$ cat src/rtl/rv_pkg.sv
// Shared RISC-V PE controller definitions: opcodes and fetch states.
package rv_pkg;

  localparam logic [6:0] OP_LOAD   = 7'd3;
  localparam logic [6:0] OP_IMM    = 7'd19;
  localparam logic [6:0] OP_AUIPC  = 7'd23;
  localparam logic [6:0] OP_STORE  = 7'd35;
  localparam logic [6:0] OP_REG    = 7'd51;
  localparam logic [6:0] OP_LUI    = 7'd55;
  localparam logic [6:0] OP_BRANCH = 7'd99;
  localparam logic [6:0] OP_JALR   = 7'd103;
  localparam logic [6:0] OP_JAL    = 7'd111;

  typedef enum logic [1:0] {
    IDLE,
    WAIT,
    DECODE,
    DONE
  } fetch_state_t;

  function automatic logic op_known(input logic [6:0] o);
    return o inside {OP_LOAD, OP_IMM, OP_AUIPC,
                     OP_STORE, OP_REG, OP_LUI,
                     OP_BRANCH, OP_JALR, OP_JAL};
  endfunction

endpackage

$ cat src/rtl/rv_imm_select.sv
// Immediate selection and opcode legality from a latched IR.
module rv_imm_select
  import rv_pkg::*;
(
  input  logic [6:0]  op,
  input  logic [31:0] ir,
  output logic [11:0] imm12,
  output logic [19:0] immhi,
  output logic        illegal
);

  logic is_s;
  logic is_b;

  assign is_s  = (op == OP_STORE);
  assign is_b  = (op == OP_BRANCH);
  assign immhi = ir[31:12];

  always_comb begin
    imm12 = ir[31:20];
    unique case (1'b1)
      is_s:    imm12 = {ir[31:25], ir[11:7]};
      is_b:    imm12 = {ir[31], ir[7],
                        ir[30:25], ir[11:8]};
      default: imm12 = ir[31:20];
    endcase
  end

  assign illegal = (ir[1:0] != 2'b11)
                 || !op_known(ir[6:0]);

endmodule

$ cat src/rtl/instr_fetch_decode.sv
// Instruction fetch over imem req/ack, IR latch and field decode
// for the RISC-V PE controller.
module instr_fetch_decode
  import rv_pkg::*;
#(
  parameter int TIMEOUT_CYCLES = 64,
  parameter int XLEN           = 32
) (
  input  logic            clk,
  input  logic            reset,
  input  logic            IRenable,
  input  logic [XLEN-1:0] pc_in,
  output logic            imem_req,
  output logic [XLEN-1:0] imem_addr,
  input  logic            imem_ack,
  input  logic [XLEN-1:0] imem_rdata,
  output logic [6:0]      op,
  output logic [2:0]      funct3,
  output logic [6:0]      funct7,
  output logic [4:0]      rs1,
  output logic [4:0]      rs2,
  output logic [4:0]      rd,
  output logic [11:0]     imm12,
  output logic [19:0]     immhi,
  output logic            decodeComplete,
  output logic            illegal,
  output logic            fetch_error
);

  localparam int CW =
    (TIMEOUT_CYCLES > 1) ? $clog2(TIMEOUT_CYCLES) : 1;
  localparam logic [CW-1:0] TMO_LAST =
    CW'((TIMEOUT_CYCLES > 0) ? TIMEOUT_CYCLES - 1 : 0);
  localparam logic TMO_EN = (TIMEOUT_CYCLES > 0);

  fetch_state_t state, state_d;

  logic [31:0]   ir;
  logic [CW-1:0] cnt;
  logic          illegal_q;

  logic          launch;
  logic          misalign;
  logic          take_ack;
  logic          tmo;
  logic          tmo_hit;

  logic [11:0]   imm12_d;
  logic [19:0]   immhi_d;
  logic          illegal_d;

  rv_imm_select u_imm (
    .op      (ir[6:0]),
    .ir      (ir),
    .imm12   (imm12_d),
    .immhi   (immhi_d),
    .illegal (illegal_d)
  );

  assign tmo_hit = TMO_EN && (cnt == TMO_LAST);

  always_ff @(posedge clk) begin
    if (reset) state <= IDLE;
    else       state <= state_d;
  end

  always_comb begin
    state_d  = state;
    launch   = 1'b0;
    misalign = 1'b0;
    take_ack = 1'b0;
    tmo      = 1'b0;
    unique case (state)
      IDLE, DONE: begin
        if (IRenable) begin
          if (pc_in[1:0] == 2'b00) begin
            launch  = 1'b1;
            state_d = WAIT;
          end else begin
            misalign = 1'b1;
          end
        end
      end
      WAIT: begin
        if (imem_req && imem_ack) begin
          take_ack = 1'b1;
          state_d  = DECODE;
        end else if (tmo_hit) begin
          tmo     = 1'b1;
          state_d = IDLE;
        end
      end
      DECODE:  state_d = DONE;
      default: state_d = IDLE;
    endcase
  end

  always_ff @(posedge clk) begin
    if (reset) begin
      imem_req       <= 1'b0;
      imem_addr      <= '0;
      ir             <= '0;
      cnt            <= '0;
      fetch_error    <= 1'b0;
      decodeComplete <= 1'b0;
      op             <= '0;
      funct3         <= '0;
      funct7         <= '0;
      rs1            <= '0;
      rs2            <= '0;
      rd             <= '0;
      imm12          <= '0;
      immhi          <= '0;
      illegal_q      <= 1'b0;
    end else begin
      fetch_error <= misalign | tmo;
      if (launch) begin
        imem_req       <= 1'b1;
        imem_addr      <= pc_in;
        decodeComplete <= 1'b0;
      end
      if (take_ack | tmo) imem_req <= 1'b0;
      if (take_ack) ir <= imem_rdata;
      // counts WAIT cycles already spent without ack
      if (state == WAIT && state_d == WAIT)
        cnt <= cnt + 1'b1;
      else
        cnt <= '0;
      if (state == DECODE) begin
        op             <= ir[6:0];
        funct3         <= ir[14:12];
        funct7         <= ir[31:25];
        rs1            <= ir[19:15];
        rs2            <= ir[24:20];
        rd             <= ir[11:7];
        imm12          <= imm12_d;
        immhi          <= immhi_d;
        illegal_q      <= illegal_d;
        decodeComplete <= 1'b1;
      end
    end
  end

  assign illegal = illegal_q & decodeComplete;

endmodule

$ cat config.mk
export PLATFORM = sky130hd
export DESIGN_NAME = instr_fetch_decode
export DESIGN_NICKNAME = d
export VERILOG_FILES = /design/src/rtl/rv_pkg.sv /design/src/rtl/rv_imm_select.sv /design/src/rtl/instr_fetch_decode.sv
export SDC_FILE = /design/constraint.sdc
export NUM_CORES = 1
export LEC_CHECK = 0
export ABC_AREA = 0
export BUFFER_PORTS_ARGS = -buffer_cell sky130_fd_sc_hd__buf_2
export CAP_MARGIN = 0
export CORE_ASPECT_RATIO = 0.6
export CORE_MARGIN = 2
export CORE_UTILIZATION = 30
export CTS_CLUSTER_SIZE = 28
export DETAILED_ROUTE_END_ITERATION = 7
export MAX_ROUTING_LAYER = met4
export PLACE_DENSITY = 0.58
export SYNTH_ARGS = -nofsm -noshare
export SYNTH_HDL_FRONTEND = slang
export SYNTH_HIERARCHICAL = 1
export SYNTH_SLANG_ARGS = --single-unit
$ cat constraint.sdc
create_clock -name clk -period 1.7 [get_ports clk]
set_input_delay 0.34 -clock clk [delete_from_list [all_inputs] [get_ports clk]]
set_output_delay 0.34 -clock clk [all_outputs]
set_load 0.005 [all_outputs]
==> summary.txt <==
Core Area -> 0.0174 sq mm
Synth Area per Inst -> 8.97 sq um
TritonCTS clock tree -> yes
Final hold viol count -> 0
Crit share post-route -> 92.7%
Worst R2R End -> imem_addr[14]
Post-synth ARST share -> 0%
DRT Pass-1 Iters -> 4
Worst EP required -> 2.04 ns
First-pass GRT wire length -> 22.5 mm
R2r setup slk -> 0.12 ns
Area contributors post-synth -> dfxtp_1, mux2i_1, nand2_1
Reg2Reg Depth -> 8
Yosys cell types -> 37
IO buf count -> 167
Crit path depth -> 8
Die boundary height -> 108 um
Number of hold buffers added after cts -> 0
Slowest stage delay, CP -> 0.34 ns
Placed Instance Area -> 0.00642 sq mm
Worst EP arrival -> 1.91 ns
Clock-pin slew on the worst setup and hold paths -> 0.07 ns
H-tree Lvls -> 4
Die area -> 0.0191 sq mm
Top FF cell, synth -> dfxtp_1
Worst Setup EP -> imem_addr[14]
Status -> finished clean
Seq/Total Area, Yosys -> 52.1%
Ant diodes -> 0
Final slew viol count -> 0
Worst R2R Start -> state[0]
Max Clock Freq -> 0.634 GHz
Minimum clock period -> 1.58 ns
Most common cell in the netlist -> dfxtp_1
Final Wtd Congestion -> 0.829
Largest area contributor in the netlist -> dfxtp_1
Cell family with most CP delay -> buffers and inverters
Startpoint type of the worst setup path -> flip-flop
Rel. slew slack -> 76.7%
Most used cell, CP -> buf_12
Clock Root Buffer -> clkbuf_16
CP Launch Point -> state[0]
Total grt overflow -> 0
DP Wirelength -> 9.55 mm
Layout Nets -> 817
WL final -> 13.9 mm
Syn_nets -> 671
Max-Cap Viols -> 0
Largest net degree at the start of global routing -> 69
Max VDD drop -> 0.000516 V
Commonest cells in the netlist -> dfxtp_1, nand2_1, nor2_1
Post-synth top area share -> 52.1%
Overall Power -> 7560 uW
Gr usage total -> 15.4%
Clock latency on the worst-skew pair -> 0.41 ns
Cell count after synthesis -> 600
Skew final -> 0.0105 ns
Layout cells sized above 1 -> 31.8%
Type of the worst min-delay path -> input pin to flip-flop
Leak Pwr -> 0.00287 uW
Cell area after layout -> 0.00707 sq mm
Total CTS buffers -> 17
DRC Markers -> 0
Mapped Area -> 0.00538 sq mm
Area occupied by multi-input gates -> 0.00229 sq mm
Filler cells -> 1753
Clock sinks -> 140
Initial DRC count -> 237
EDFF count, synth -> 0
Worst hold start -> pc_in[20]
WS Path Type -> flip-flop to flip-flop
Util after Layout -> 40.7%
Register area -> 0.00281 sq mm
Worst setup margin -> 0.124 ns
Vias in the first global route -> 4320
Row count -> 37
IO Pins -> 168
Longest Clk Path Bufs -> 2
Crit Path Max Fanout -> 12
Pwr/cell area -> 1070 mW/mm^2
Starting Density -> 31.0%
Initial antenna violation count -> 0
WL per Instance -> 14.0 um
Worst Setup End Kind -> flip-flop
Tightest Pin Transition -> 0.348 ns
Worst path cell trace -> inv_1 > ha_4 > nand2_2 > nor3_4 > buf_12 > buf_12 > nand2_1 > a21oi_1
Yosys reg bits -> 140
Vias -> 4461
Setup violations, final -> 0
Yosys warnings -> 6
Chip width -> 177 um
Final ANT Viol Nets -> 0
DP Worst Slack -> 0.0128 ns
Slowest stage cell, crit path -> dfxtp_2
Bufs and invs on worst path -> 3
Layout area overhead -> 31.4%
Via-to-Cell Ratio -> 4.49
-- stage by stage --
step,TNS [ns],instances,hold WS (ns)
final,0,993,0.163
after global routing,-0.0454,993,0.145
after CTS,0,990,0.141
after detailed placement,0,958,0.443
after global placement,0,958,0.440
after floorplan,0,600,0.433
-- worst min-delay path by stage --
stage | slack, ns | to | cells after the start
floorplan | 0.43 | cnt[0] | 1
global placement | 0.44 | imem_addr[30] | 2
detailed placement | 0.44 | imem_addr[24] | 2
CTS | 0.14 | imem_addr[20] | 3
global route | 0.15 | imem_addr[20] | 3
finish | 0.16 | imem_addr[20] | 3
-- final cells by class --
| class | instances | share of cell area [%] |
|---|---|---|
| Sequential cell | 140 | 39.7 |
| Multi-Input combinational cell | 396 | 32.3 |
| Timing Repair Buffer | 188 | 15.6 |
| Clock buffer | 18 | 6.21 |
| Tap cell | 234 | 4.14 |
| Clock inverter | 14 | 1.91 |
| Inverter | 3 | 0.159 |
-- tightest hold or removal path: cells and delay by family --
kind,cells,cell delay (ns)
buffers and inverters,1,0.09
AOI/OAI and AO/OA,1,0.05
and+or+nand+nor,1,0.04
-- report_power, final --
group / switching [uW] / internal [uW] / leakage, uW
registers: 42.4 / 3350 / 0.00113
clock network: 1490 / 2080 / 0.000282
logic: 334 / 261 / 0.00146
total: 1870 / 5690 / 0.00287
-- sequential cells by signal, indices dropped and copies added, names as in the netlist, 6 cells and up --
name and count:
imm12 12, imem_addr 32, ir 32, immhi 20, op 7, funct7 7, cnt 6
-- layout by cell type, fill, tap and decap left out, drive strengths merged, types with 2 or more instances in the layout --
| cell type | count |
|---|---|
| mux2 | 6 |
| nor3b | 3 |
| and4b | 2 |
| a21oi | 71 |
| nand2 | 131 |
| dfxtp | 140 |
| xnor2 | 2 |
| a211oi | 2 |
| mux2i | 70 |
| a31oi | 5 |
| ha | 3 |
| clkbuf | 19 |
| nor3 | 2 |
| xor2 | 2 |
| nand3 | 8 |
| or3b | 2 |
| nor2 | 72 |
| clkinv | 8 |
| buf | 187 |
| nor4 | 5 |
| inv | 7 |
-- cells by family (layout without fill, tap and decap cells) --
family | Yosys count | count (layout) | share of synthesized area, %
simple gates | 230 | 230 | 17.7
flops | 140 | 140 | 52.1
compound gates | 83 | 83 | 8.30
mux | 76 | 76 | 14.3
buf+inv | 64 | 223 | 6.28
xor+xnor | 4 | 4 | 0.651
fa+ha+maj | 3 | 3 | 0.698
-- per-layer routing --
layer / wire, um / track usage, %
met4: 56 / 3.72
met3: 815 / 4.77
met5: 0 / -
met1: 7600 / 22.4
met2: 5410 / 20.4
-- what timing repair did --
item                       4_1_cts  5_1_grt
gates resized for setup          0        8
hold endpoints to repair         0        0
setup endpoints to repair        0       40
setup buffers                    0        2
Power figures use the tool's default switching activity.
